<file path="src/rtl/fetch_stream_if.sv">
// ============================================================================
// fetch_stream_if : memory-port and decode-side signals of the fetch unit
// Rev 1.0
// ============================================================================
`default_nettype none

interface fetch_stream_if #(
  parameter int AW = 16,
  parameter int DW = 16
);
  logic          mem_re;
  logic [AW-1:0] mem_raddr;
  logic          mem_gnt;
  logic          mem_ready;
  logic [DW-1:0] mem_data_out;
  logic          ib_valid;
  logic [DW-1:0] ib_data;
  logic [AW-1:0] ib_pc;
  logic          ib_pop;
  logic          branch_taken;
  logic [AW-1:0] branch_target;

  modport master (
    output mem_re, mem_raddr, ib_valid, ib_data, ib_pc,
    input  mem_gnt, mem_ready, mem_data_out, ib_pop, branch_taken, branch_target
  );

  modport slave (
    input  mem_re, mem_raddr, ib_valid, ib_data, ib_pc,
    output mem_gnt, mem_ready, mem_data_out, ib_pop, branch_taken, branch_target
  );
endinterface

`default_nettype wire

</file>
<file path="src/rtl/fetch_stream.sv">
// ============================================================================
// fetch_stream : sequential instruction fetch with outstanding reads and buffer
// Rev 1.0
// ============================================================================
`default_nettype none

module fetch_stream #(
  parameter int            AW       = 16,
  parameter int            DW       = 16,
  parameter int            DEPTH    = 4,
  parameter int            MAX_OUT  = 2,
  parameter logic [AW-1:0] RESET_PC = '0
) (
  input  logic           clk,
  input  logic           rst_n,
  fetch_stream_if.master bus
);

  localparam int c_ptr_w = $clog2(DEPTH);
  localparam int c_cnt_w = $clog2(DEPTH + 1);
  localparam int c_out_w = $clog2(MAX_OUT + 1);
  localparam int c_fp_w  = (MAX_OUT > 1) ? $clog2(MAX_OUT) : 1;

  logic [AW-1:0]      r_pc;
  logic [c_out_w-1:0] r_inflight;
  logic [c_out_w-1:0] r_drop;
  logic [c_cnt_w-1:0] r_count;
  logic [c_ptr_w-1:0] r_rd_ptr;
  logic [c_ptr_w-1:0] r_wr_ptr;
  logic [c_fp_w-1:0]  r_fifo_rd;
  logic [c_fp_w-1:0]  r_fifo_wr;

  logic [AW-1:0]      r_buf_pc   [DEPTH];
  logic [DW-1:0]      r_buf_data [DEPTH];
  logic [AW-1:0]      r_fifo_pc  [MAX_OUT];

  logic [31:0]        w_occupancy;
  logic               w_can_issue;
  logic               w_issue;
  logic               w_resp;
  logic               w_discard;
  logic               w_push;
  logic               w_pop;
  logic [AW-1:0]      w_resp_pc;
  logic [c_out_w-1:0] w_inflight_nxt;

  function automatic logic [c_fp_w-1:0] fp_next(input logic [c_fp_w-1:0] p);
    return (p == c_fp_w'(MAX_OUT - 1)) ? '0 : p + c_fp_w'(1);
  endfunction

  // Responses owed to a dead path still hold a credit until they return,
  // so they are subtracted out: each kept response is guaranteed a slot.
  assign w_occupancy = 32'(r_count) + 32'(r_inflight) - 32'(r_drop);
  assign w_can_issue = !bus.branch_taken
                    && (32'(r_inflight) < 32'(MAX_OUT))
                    && (w_occupancy < 32'(DEPTH));

  assign bus.mem_re    = rst_n && w_can_issue;
  assign bus.mem_raddr = r_pc;

  assign w_issue   = bus.mem_re && bus.mem_gnt;
  assign w_resp    = bus.mem_ready && (r_inflight != '0);
  assign w_discard = (r_drop != '0) || bus.branch_taken;
  assign w_push    = w_resp && !w_discard;
  assign w_pop     = (r_count != '0) && bus.ib_pop && !bus.branch_taken;
  assign w_resp_pc = r_fifo_pc[r_fifo_rd];

  assign w_inflight_nxt = r_inflight + c_out_w'(w_issue) - c_out_w'(w_resp);

  assign bus.ib_valid = (r_count != '0);
  assign bus.ib_data  = r_buf_data[r_rd_ptr];
  assign bus.ib_pc    = r_buf_pc[r_rd_ptr];

  always_ff @(posedge clk or negedge rst_n) begin
    if (!rst_n) begin
      r_pc       <= RESET_PC;
      r_inflight <= '0;
      r_drop     <= '0;
      r_count    <= '0;
      r_rd_ptr   <= '0;
      r_wr_ptr   <= '0;
      r_fifo_rd  <= '0;
      r_fifo_wr  <= '0;
    end else begin
      r_inflight <= w_inflight_nxt;
      if (w_issue) begin
        r_pc      <= r_pc + AW'(1);
        r_fifo_wr <= fp_next(r_fifo_wr);
      end
      if (w_resp) begin
        r_fifo_rd <= fp_next(r_fifo_rd);
      end
      if (bus.branch_taken) begin
        r_pc     <= bus.branch_target;
        r_drop   <= w_inflight_nxt;
        r_count  <= '0;
        r_rd_ptr <= '0;
        r_wr_ptr <= '0;
      end else begin
        if (w_resp && (r_drop != '0)) begin
          r_drop <= r_drop - c_out_w'(1);
        end
        if (w_push) begin
          r_wr_ptr <= r_wr_ptr + c_ptr_w'(1);
        end
        if (w_pop) begin
          r_rd_ptr <= r_rd_ptr + c_ptr_w'(1);
        end
        if (w_push && !w_pop) begin
          r_count <= r_count + c_cnt_w'(1);
        end else if (!w_push && w_pop) begin
          r_count <= r_count - c_cnt_w'(1);
        end
      end
    end
  end

  // Storage arrays carry no reset; their contents are only read once valid.
  always_ff @(posedge clk) begin
    if (w_issue) begin
      r_fifo_pc[r_fifo_wr] <= r_pc;
    end
    if (w_push) begin
      r_buf_pc[r_wr_ptr]   <= w_resp_pc;
      r_buf_data[r_wr_ptr] <= bus.mem_data_out;
    end
  end

endmodule

`default_nettype wire

</file>
<file path="src/flat_wrapper.sv">
// flat-port wrapper written by rule: the top's interface ports become plain ports
module fetch_stream_flat 
#(
  parameter int            AW       = 16,
  parameter int            DW       = 16,
  parameter int            DEPTH    = 4,
  parameter int            MAX_OUT  = 2,
  parameter logic [AW-1:0] RESET_PC = '0
)
  (clk, rst_n, bus_mem_re, bus_mem_raddr, bus_ib_valid, bus_ib_data, bus_ib_pc, bus_mem_gnt, bus_mem_ready, bus_mem_data_out, bus_ib_pop, bus_branch_taken, bus_branch_target);
  fetch_stream_if #(.AW(AW), .DW(DW)) bus_i ();
  input  logic clk;
  input  logic rst_n;
  output wire logic [$bits(bus_i.mem_re)-1:0] bus_mem_re;
  output wire logic [$bits(bus_i.mem_raddr)-1:0] bus_mem_raddr;
  output wire logic [$bits(bus_i.ib_valid)-1:0] bus_ib_valid;
  output wire logic [$bits(bus_i.ib_data)-1:0] bus_ib_data;
  output wire logic [$bits(bus_i.ib_pc)-1:0] bus_ib_pc;
  input wire logic [$bits(bus_i.mem_gnt)-1:0] bus_mem_gnt;
  input wire logic [$bits(bus_i.mem_ready)-1:0] bus_mem_ready;
  input wire logic [$bits(bus_i.mem_data_out)-1:0] bus_mem_data_out;
  input wire logic [$bits(bus_i.ib_pop)-1:0] bus_ib_pop;
  input wire logic [$bits(bus_i.branch_taken)-1:0] bus_branch_taken;
  input wire logic [$bits(bus_i.branch_target)-1:0] bus_branch_target;
  assign bus_mem_re = bus_i.mem_re;
  assign bus_mem_raddr = bus_i.mem_raddr;
  assign bus_ib_valid = bus_i.ib_valid;
  assign bus_ib_data = bus_i.ib_data;
  assign bus_ib_pc = bus_i.ib_pc;
  assign bus_i.mem_gnt = bus_mem_gnt;
  assign bus_i.mem_ready = bus_mem_ready;
  assign bus_i.mem_data_out = bus_mem_data_out;
  assign bus_i.ib_pop = bus_ib_pop;
  assign bus_i.branch_taken = bus_branch_taken;
  assign bus_i.branch_target = bus_branch_target;
  fetch_stream #(.AW(AW), .DW(DW), .DEPTH(DEPTH), .MAX_OUT(MAX_OUT), .RESET_PC(RESET_PC)) u_core (.clk(clk), .rst_n(rst_n), .bus(bus_i));
endmodule
</file>
<file path="config.mk">
export PLATFORM = sky130hd
export DESIGN_NAME = fetch_stream_flat
export DESIGN_NICKNAME = d
export VERILOG_FILES = /design/src/rtl/fetch_stream_if.sv /design/src/rtl/fetch_stream.sv /design/src/flat_wrapper.sv
export SDC_FILE = /design/constraint.sdc
export NUM_CORES = 1
export LEC_CHECK = 0
export BUFFER_PORTS_ARGS = -buffer_cell sky130_fd_sc_hd__buf_2
export CAP_MARGIN = 20
export CORE_ASPECT_RATIO = 0.6
export CORE_MARGIN = 2
export CORE_UTILIZATION = 40
export DETAILED_ROUTE_END_ITERATION = 8
export HOLD_SLACK_MARGIN = 0.06
export PLACE_DENSITY = 0.64
export SLEW_MARGIN = 30
export SYNTH_ARGS = -nofsm -noshare
export SYNTH_HDL_FRONTEND = slang
export SYNTH_SLANG_ARGS = --single-unit
</file>
<file path="constraint.sdc">
create_clock -name clk -period 4.5 [get_ports clk]
set_input_delay 0.225 -clock clk [delete_from_list [all_inputs] [get_ports clk]]
set_output_delay 0.225 -clock clk [all_outputs]
set_load 0.02 [all_outputs]
</file>
==> metrics.md, run 1 <==
| Metric | Value |
|---|---|
| Final worst path period need | roughly 3800 ps |
| Pwr Density | roughly 560 nW/um^2 |
| Vias in the first global route | 4580 |
| Initial antenna violation count | 0 |
| Critical Path Source | u_core.r_count[0] |
| Post-layout util | 0.4903 |
| WL final | approximately 16000 um |
| Dpl hpwl | roughly 9900 um |
| Core area | around 19000 um^2 |
| GP Congestion | about 0.82 |
| Seq pwr share | 0.437 |
| Crit Path Class | reg -> reg |
| Root buf cell | clkbuf_16 |
| Ys flop type | edfxtp_1 |
| Switching share of total power | 0.3218 |
| DRT antenna net count | 0 |
| Tightest hold margin | 76.80 ps |
| Non-Filler Instances | ~820 |
| Fill count | about 1600 |
| CP required | about 4600 ps |
| Clock-pin slew on the worst setup and hold paths | about 70 ps |
| Pins Over Slew Limit | 0 |
| HP Start | bus_branch_target[14] |
| Via count | 4355 |
| Die height | about 110 um |
| GRT overflow | 0 |
| Post-synth EDFFs | 160 |
| DP Cell Count | 759 |
| Sequential cell area | 5533 um^2 |
| Fin nets | 610 |
| Crit start category | flop |
| Die X | 183.8 um |
| CTS tree | built |
| DRT iter0 DRCs | between 300 and 400 |
| Endpoints failing hold | 0 |
| Async SR Flop Fraction | 0.1534 |
| Max-Cap Viols | 0 |
| Slew margin rel. | 0.3907 |
| Critical Path AT | a little under 4000 ps |
| Status | finished clean |
| Fin Clk Skew | 11.92 ps |
| Netlist cell types | between 50 and 60 |
| Synth area leaders | edfxtp_1 62%, dfrtp_1 9.4%, mux4_2 9.3% |
| Post-CTS Setup Bufs | 0 |
| Internal | 0.003570 W |
| Measured slew at the worst slew-check pin | slightly above 900 ps |
| Hold Path Stages | 3 |
| Power share of the clock group | 0.289 |
| Initial Utilization | 0.4076 |
| Share of Yosys cell area claimed by the top area cell type | 0.6195 |
| Hold worst-path end | u_core.bus.mem_raddr[14] |
| Fmax | around 260 MHz |
| I/O pin cnt | 88 |
| CP Max Fanout | 16 |
| Comb pwr share | 0.274 |
| Worst r2r src | u_core.r_count[0] |
| CTS Buf Count | 17 |
| Clock latency on the worst-skew pair | approximately 430 ps |
| CTS resizes | 0 |
| Top-count cell post-synth | edfxtp_1 |
| Synth Cell Area | about 7800 um^2 |
| RSZ-0062 raised after global routing | no |
| Yosys top cell by area | edfxtp_1 |
| Area growth, synth to finish | 20.31% |
| Antenna cells | 0 |
| Clock Tree Buf Depth | 2 |
| YS warnings | 0 |
| Number of port buffers | just under 90 |
| Drt pass-1 iters | 4 |
| Synth Area per Inst | between 15 and 20 um^2 |
| Largest net degree at the start of global routing | 36 |
| HP Class | in -> reg |
| Top post-synthesis cells by count | 160 x edfxtp_1, 32 x mux4_2, 29 x dfrtp_1 |
| Setup TNS | 0 ps |
| Tcrit/Tclk final | 0.8500 |
| Vias per inst | around 5.3 |
| Multi-input gate area | 2097 um^2 |
| First-pass GRT wire length | 25100 um |
| CP Capture Type | flop |
| Design Power | 0.005264 W |
| H-tree levels | 4 |
| Reg2reg end | u_core.r_fifo_pc[1][0] |
| GRT Resource Usage Total | 0.1645 |
| Syn_nets | roughly 500 |
| Cts hold-fix bufs | 27 |
| Drt wl/cell | between 15 and 20 um |
| R2R depth | 10 |
| Layout cells sized above 1 | 0.3234 |
| Final setup fails | 0 |
| Clk sink count | about 190 |
| NetSw | 0.001694 W |
| Post-route DRC | 0 |
| Yosys reg bits | between 150 and 200 |
| Synthesized instance count | ~440 |
| Leakage | 3.284 nW |
| R2r setup slk | 680 ps |
| Worst VDD drop | 0.0003040 V |
| Die footprint | between 20000 and 25000 um^2 |
| Row count | 39 |
| Seq/Total Area, Yosys | 0.7130 |
-- flip-flops by register name (all words and copies together) (netlist names) --
register / cells
u_core.bus.mem_raddr: 16
u_core.r_buf_data: 64
u_core.r_buf_pc: 64
u_core.r_count: 3
u_core.r_drop: 2
u_core.r_fifo_pc: 32
u_core.r_fifo_rd: 1
u_core.r_fifo_wr: 1
u_core.r_inflight: 2
u_core.r_rd_ptr: 2
u_core.r_wr_ptr: 2
-- power by group through the flow --
stage | Sequential [W] | Clock, W | Combinational (W)
after global placement | 0.00234 | 0 | 0.00141
after global routing | 0.00234 | 0.00162 | 0.00157
after floorplan | 0.00222 | 0 | 0.00111
after detailed placement | 0.00235 | 0 | 0.00143
final | 0.00230 | 0.00152 | 0.00144
after CTS | 0.00231 | 0.00155 | 0.00145
-- metrics by stage --
stage | setup WS (ps) | instance area [um^2]
3_3_place_gp | 759.3 | 8466
4_1_cts | 652.4 | 9330
2_1_floorplan | 444.3 | 7756
5_1_grt | 446.4 | 9331
6_report | 675.1 | 9331
3_5_place_dp | 680.5 | 8466
-- critical path, stage by stage, from the launching register on --
cell and delay (ps):
dfrtp_1 450, ha_1 250, fa_1 440, ha_1 290, a21oi_2 230, and2_1 160
ha_1 120, nand2_1 70, or4_4 480, nor2_4 280, and3_1 680
-- placed cells by master (no fill, tap or decap), types with 6 or more instances in the layout --
| master | n |
|---|---|
| ha_1 | 11 |
| nand2_1 | 21 |
| nor2_1 | 17 |
| dlygate4sd3_1 | 27 |
| xnor2_1 | 6 |
| nand3_1 | 7 |
| buf_2 | 87 |
| o211ai_1 | 9 |
| xor2_1 | 7 |
| nor3_1 | 7 |
| inv_1 | 17 |
| clkbuf_16 | 17 |
| mux2_2 | 16 |
| edfxtp_1 | 160 |
| mux4_2 | 32 |
| dfrtp_1 | 27 |
-- worst max-delay path by stage --
stage	end	slack (ps)
after floorplan	u_core.r_fifo_pc[0][0]	440
after global routing	u_core.r_fifo_pc[1][0]	450
after CTS	u_core.r_fifo_pc[1][0]	650
after global placement	u_core.r_fifo_pc[1][13]	760
after detailed placement	u_core.r_fifo_pc[1][13]	680
final	u_core.r_fifo_pc[1][0]	680
-- layout make-up --
cell class / instances / area share
Sequential cell: 189 / 0.5929
Multi-Input combinational cell: 216 / 0.2247
Clock buffer: 19 / 0.04639
Timing Repair Buffer: 118 / 0.07884
Clock inverter: 13 / 0.01730
Inverter: 17 / 0.006838
Tap cell: 246 / 0.03298
-- layer usage --
metal / GRT usage / wire length, um
met1: 0.2277 / 7265
met5: 0 / 0
met3: 0.04711 / 1007
met4: 0.06080 / 240
met2: 0.2493 / 7195
-- cell families (layout without fill, tap and decap cells) --
logic type | after synthesis | count (layout) | synth area share
AO/OA/AOI/OAI | 47 | 47 | 0.04597
XOR/XNOR | 15 | 15 | 0.01887
buffers and inverters | 34 | 167 | 0.01807
flip-flops | 189 | 189 | 0.7130
adder cells (fa/ha/maj) | 13 | 13 | 0.02291
multiplexers | 49 | 49 | 0.1174
AND/OR/NAND/NOR | 92 | 92 | 0.06372
No activity file was read; power rests on OpenSTA's default activity.
==> inputs of run 2 (changes only) <==
==> constraint.sdc (replaced) <==
create_clock -name clk -period 3.55 [get_ports clk]
set_input_delay 0.1775 -clock clk [delete_from_list [all_inputs] [get_ports clk]]
set_output_delay 0.1775 -clock clk [all_outputs]
set_load 0.02 [all_outputs]
==> run 2 against run 1 <==
  * Utilization rose by 0.44 points
  * Cell count rose by 0.73%
  * Fmax rose by 15%
  * Combinational power rose by 37%
  * Power rose by 26%
  * Die area did not move
  * Register-to-register slack got worse by 450 ps
  * Via count fell by 1.5%
  * Setup slack got worse by 450 ps
  * Clock-buffer cell count fell by 2
  * Routed wire length fell by 2.6%
  * Clock skew rose by 2.0 ps
  * Highest routed layer unchanged
==> metrics.md, run 2 (synthesized netlist as in run 1, its figures left out) <==
| Metric | Value |
|---|---|
| Status | finished clean |
| I/O pin cnt | 88 |
| Most common cell after layout, fill and taps aside | edfxtp_1 |
| Post-layout worst setup margin | around 230 ps |
| Worst r2r src | u_core.r_count[0] |
| H-tree levels | 4 |
| Max-Cap Viols | 0 |
| Fin Clk Skew | about 14 ps |
| Slew margin rel. | 0.3927 |
| Top Registers | u_core.r_buf_data (64), u_core.r_buf_pc (64), u_core.r_fifo_pc (32) |
| Drt pass-1 iters | 4 |
| Non-Filler Instances | about 820 |
| DRT antenna net count | 0 |
| Critical Path AT | about 3500 ps |
| Critical Path Sink | u_core.r_fifo_pc[1][10] |
| Clock-pin slew on the worst setup and hold paths | approximately 70 ps |
| Largest net degree at the start of global routing | 36 |
| HP Class | in -> reg |
| RSZ-0062 raised after global routing | no |
| CTS Buf Count | 17 |
| CTS tree | built |
| DRT iter0 DRCs | around 280 |
| Post-route DRC | 0 |
| Vias per inst | 5.204 |
| Hold Path Stages | 4 |
| Die X | approximately 180 um |
| Final worst path period need | between 3000 and 4000 ps |
| CP Max Fanout | 16 |
| Pins Over Slew Limit | 0 |
| CP Capture Type | flop |
| Worst VDD drop | just over 0.0004 V |
| R2R depth | 11 |
| R2r setup slk | between 200 and 250 ps |
| Tcrit/Tclk final | 0.9361 |
| Dpl ws | about 240 ps |
| Clock Tree Buf Depth | 2 |
| Pwr Density | just over 700 nW/um^2 |
| Vias in the first global route | approximately 4500 |
| Dpl hpwl | about 10000 um |
| Clk sink count | roughly 190 |
| Initial antenna violation count | 0 |
| Fin nets | between 600 and 700 |
| Area growth, synth to finish | 21.39% |
| GRT Resource Usage Total | 0.1592 |
| Row count | 39 |
| Reg2reg end | u_core.r_fifo_pc[1][10] |
| Core area | 19030 um^2 |
| Number of port buffers | 87 |
| Die height | around 110 um |
| First-pass GRT wire length | ~24000 um |
| Crit Path Class | reg -> reg |
| CP required | 3680 ps |
| Endpoints failing hold | 0 |
| Initial Utilization | 0.4076 |
| Clock latency on the worst-skew pair | roughly 420 ps |
| Most frequent cells in the layout | 160 x edfxtp_1, 87 x buf_2, 32 x mux4_2 |
| Via count | between 4000 and 5000 |
| Measured slew at the worst slew-check pin | just over 900 ps |
| DP Cell Count | about 770 |
| Setup TNS | 0 ps |
| Die footprint | slightly above 20000 um^2 |
| Layout cells sized above 1 | 0.3287 |
| Root buf cell | clkbuf_16 |
| Fmax | about 300 MHz |
| GRT overflow | 0 |
| Final setup fails | 0 |
| WL final | roughly 15000 um |
| Leakage | 3.320 nW |
| Critical Path Source | u_core.r_count[0] |
| Drt wl/cell | 18.57 um |
| Crit start category | flop |
| GP Congestion | around 0.82 |
| Antenna cells | 0 |
[run 2: changes by cell type in the layout (fill, tap and decap cells not counted), moves of 2 or more]
| cell | delta |
|---|---|
| clkinv_4 | +4 |
| buf_12 | +3 |
| buf_4 | +3 |
| inv_6 | -3 |
| clkbuf_1 | -2 |
| clkinv_1 | +2 |
[run 2: metal layers]
metal / share of wire / track usage
met2: 0.47 / 0.2400
met5: 0 / 0
met4: 0.0030 / 0.04427
met3: 0.077 / 0.05299
met1: 0.45 / 0.2227
[run 2: final cells by class]
| type | instances | area (um^2) |
|---|---|---|
| clock buffer | 17 | 425.4 |
| sequential | 189 | 5533 |
| timing repair buffer | 125 | 828.3 |
| multi-input combinational | 216 | 2111 |
| clock inverter | 14 | 146.4 |
| tap | 246 | 307.8 |
| inverter | 17 | 63.81 |
| fill | 1609 | 9615 |
[run 2: worst min path at each step]
stage	start	end	slack (ps)
after floorplan	rst_n	u_core.bus.mem_raddr[0]	-120
after global placement	rst_n	u_core.r_wr_ptr[1]	290
after detailed placement	rst_n	u_core.r_wr_ptr[0]	280
after CTS	bus_branch_target[6]	u_core.bus.mem_raddr[6]	70
after global routing	bus_branch_target[3]	u_core.bus.mem_raddr[3]	80
final	bus_branch_target[6]	u_core.bus.mem_raddr[6]	90
[run 2: timing repair]
action | CTS | global route
endpoints found under the hold margin | 104 | 0
gates resized for setup | 0 | 1
endpoints found under the setup margin | 0 | 3
hold buffers | 28 | 0
buffers inserted | 0 | 0
[run 2: power breakdown]
group / internal [W] / total (W) / switching (W)
clock network: 0.00104 / 0.00183 / 0.000794
registers: 0.00263 / 0.00284 / 0.000208
logic: 0.000822 / 0.00198 / 0.00116
[run 2: critical path: stages (launching register included)]
cell and delay (ps):
dfrtp_1 440, ha_1 250, fa_1 440, ha_1 290, a21oi_2 230, and2_1 170, ha_1 110, nand2_1 100
or4_4 480, nor2_4 130, and3_1 210, buf_12 160
[run 2: metrics by stage]
| step | hold WS (ps) | util | area, um^2 | total power [W] |
|---|---|---|---|---|
| after global placement | 287.3 | 0.4495 | 8554 | 0.004810 |
| after floorplan | -118.1 | - | 7767 | 0.004239 |
| after detailed placement | 280.3 | 0.4495 | 8554 | 0.004854 |
| final | 88.38 | 0.4947 | 9415 | 0.006653 |
| after global routing | 82.26 | 0.4947 | 9415 | 0.007007 |
| after CTS | 66.31 | 0.4943 | 9407 | 0.006714 |
==> inputs of run 3 (changes only) <==
--- a/config.mk
+++ b/config.mk
@@ -9,10 +9,10 @@
 export CAP_MARGIN = 20
 export CORE_ASPECT_RATIO = 0.6
 export CORE_MARGIN = 2
-export CORE_UTILIZATION = 40
+export CORE_UTILIZATION = 58
 export DETAILED_ROUTE_END_ITERATION = 8
 export HOLD_SLACK_MARGIN = 0.06
-export PLACE_DENSITY = 0.64
+export PLACE_DENSITY = 0.85
 export SLEW_MARGIN = 30
 export SYNTH_ARGS = -nofsm -noshare
 export SYNTH_HDL_FRONTEND = slang
==> run 3 against run 2 <==
  * Clock-buffer cell count increased by 2
  * Power rose by 0.79%
  * Clock power hardly changed
  * Routed wire length rose by 3.2%
  * Clock skew is 2.8 ps lower
  * Critical path type unchanged
==> metrics.md, run 3 (synthesized netlist as in run 1, its figures left out) <==
| Metric | Value |
|---|---|
| Most common cell after layout, fill and taps aside | edfxtp_1 |
| Most frequent cells in the layout | 160 x edfxtp_1, 87 x buf_2, 32 x mux4_2 |
| Row count | 32 |
| Worst r2r src | u_core.r_count[0] |
| CP Capture Type | flop |
| Crit start category | flop |
| HP Start | bus_branch_target[5] |
| Top Registers | u_core.r_buf_data (64), u_core.r_buf_pc (64), u_core.r_fifo_pc (32) |
| Fmax | between 200 and 300 MHz |
| Dpl ws | around 130 ps |
| Post-route DRC | 0 |
| Internal | around 0.0045 W |
| Dpl hpwl | between 10000 and 15000 um |
| DP Cell Count | between 600 and 700 |
| Power share of the clock group | 0.278 |
| Final worst path period need | 3342 ps |
| Initial antenna violation count | 0 |
| Switching share of total power | 0.3301 |
| Crit-path cells | ha_1 > fa_1 > ha_1 > a21oi_2 > and2_1 > ha_1 > nand2_1 > or4_4 > nor2_4 > and3_1 > buf_12 |
| Layout cells sized above 1 | 0.3322 |
| DRT iter0 DRCs | 340 |
| Slowest CP cell | or4_4 |
| CP Max Fanout | 16 |
| First-pass GRT wire length | 25000 um |
| Tcrit/Tclk final | 0.9415 |
| Fin Clk Skew | 11.07 ps |
| DRT antenna net count | 0 |
| Antenna cells | 0 |
| WL final | 15790 um |
| CTS tree | built |
| Seq pwr share | 0.429 |
| Critical Path Source | u_core.r_count[0] |
| Slew margin rel. | 0.3963 |
| GP Congestion | between 0.8 and 0.9 |
| Non-Filler Instances | between 700 and 800 |
| Max-Cap Viols | 0 |
| Via count | 4501 |
| Worst path most repeated cell | ha_1 |
| Number of port buffers | 87 |
| CP required | between 3000 and 4000 ps |
| NetSw | roughly 0.0022 W |
| Clock latency on the worst-skew pair | about 430 ps |
| Pwr Density | ~700 nW/um^2 |
| GRT overflow | 0 |
| CTS Buf Count | 17 |
| Die X | about 150 um |
| Initial Utilization | 0.5997 |
| Fin nets | just over 600 |
| Endpoints failing hold | 0 |
| Crit Path Class | reg -> reg |
| I/O pin cnt | a little under 90 |
| H-tree levels | 4 |
| HP Class | in -> reg |
| Drt wl/cell | 21.02 um |
| Core area | 12930 um^2 |
| Die height | slightly above 90 um |
| Crit path buf inv count | 1 |
| Measured slew at the worst slew-check pin | 905.6 ps |
| RSZ-0062 raised after global routing | no |
| Vias in the first global route | approximately 4500 |
| Clock-pin slew on the worst setup and hold paths | roughly 70 ps |
| Drt pass-1 iters | 6 |
| Status | finished clean |
| Largest net degree at the start of global routing | 36 |
| Setup TNS | 0 ps |
| Clock Tree Buf Depth | 2 |
| Worst VDD drop | 0.0004421 V |
| Comb pwr share | 0.293 |
| CP peak stage delay | ~500 ps |
| Critical Path AT | 3470 ps |
| Pins Over Slew Limit | 0 |
| Vias per inst | 5.993 |
| Root buf cell | clkbuf_16 |
| Top Family by Delay on Critical Path | simple AND/OR/NAND/NOR gates |
| Die footprint | ~14000 um^2 |
| Clk sink count | about 190 |
| Final setup fails | 0 |
| Leakage | 3.333 nW |
| Area growth, synth to finish | 20.25% |
| GRT Resource Usage Total | 0.2353 |
| Post-layout worst setup margin | 207.7 ps |
run 3: cell count changes in the layout (fill, tap and decap cells not counted), moves of 2 or more:
cell,previous run,this run
inv_6,1,3
clkinv_1,3,1
buf_4,7,10
clkbuf_1,0,2
run 3: path summary, 6_finish.rpt:
path	to	slack, ps	cells past startpoint
min in group asynchronous	u_core.r_inflight[0]	330	3
worst max register to register	u_core.r_fifo_pc[1][10]	210	11
max in group asynchronous	u_core.r_rd_ptr[0]	2900	3
worst min register to register	u_core.r_fifo_pc[1][15]	540	0
worst min-delay path	u_core.bus.mem_raddr[5]	70	4
worst max-delay path	u_core.r_fifo_pc[1][10]	210	11
run 3: power groups by stage:
stage                     Sequential [W]  Combinational, W  Clock, W
after floorplan                  0.00282           0.00142         0
after global placement           0.00291           0.00184         0
after detailed placement         0.00292           0.00189         0
after CTS                        0.00288           0.00194   0.00188
after global routing             0.00291           0.00212   0.00197
final                            0.00288           0.00196   0.00186
run 3: repair_timing:
item,CTS,global route
hold buffers,28,0
setup buffers,0,0
resized for setup,0,2
endpoints found under the hold margin,104,0
endpoints found under the setup margin,0,19
run 3: tightest hold or removal path, delay by kind of cell:
family / cells / cell delay [ps]
compound gates: 2 / 160
buf+inv: 1 / 80
simple gates: 1 / 40
run 3: area by class of cell:
type / instances / area (um^2)
Clock buffer: 19 / 432.9
Clock inverter: 13 / 141.4
Fill cell: 783 / 3606
Inverter: 17 / 63.81
Multi-Input combinational cell: 216 / 2113
Sequential cell: 189 / 5532
Tap cell: 170 / 212.7
Timing Repair Buffer: 127 / 830.8
run 3: per-stage QoR:
step           power, W  hold WS [ps]  area (um^2)    util
6_report       0.006705         73.96         9326  0.7212
5_1_grt        0.006994         80.00         9326  0.7212
4_1_cts        0.006696         60.59         9315  0.7203
3_5_place_dp   0.004816         265.1         8461  0.6542
3_3_place_gp   0.004752         262.9         8461  0.6542
2_1_floorplan  0.004239        -118.1         7767       -
run 3: layer usage:
layer	up-vias	share of wire	GRT usage
li1	2004	-	-
met1	2274	0.44	0.3330
met2	193	0.47	0.3705
met3	30	0.074	0.05561
met4	0	0.014	0.07330
met5	-	0	0
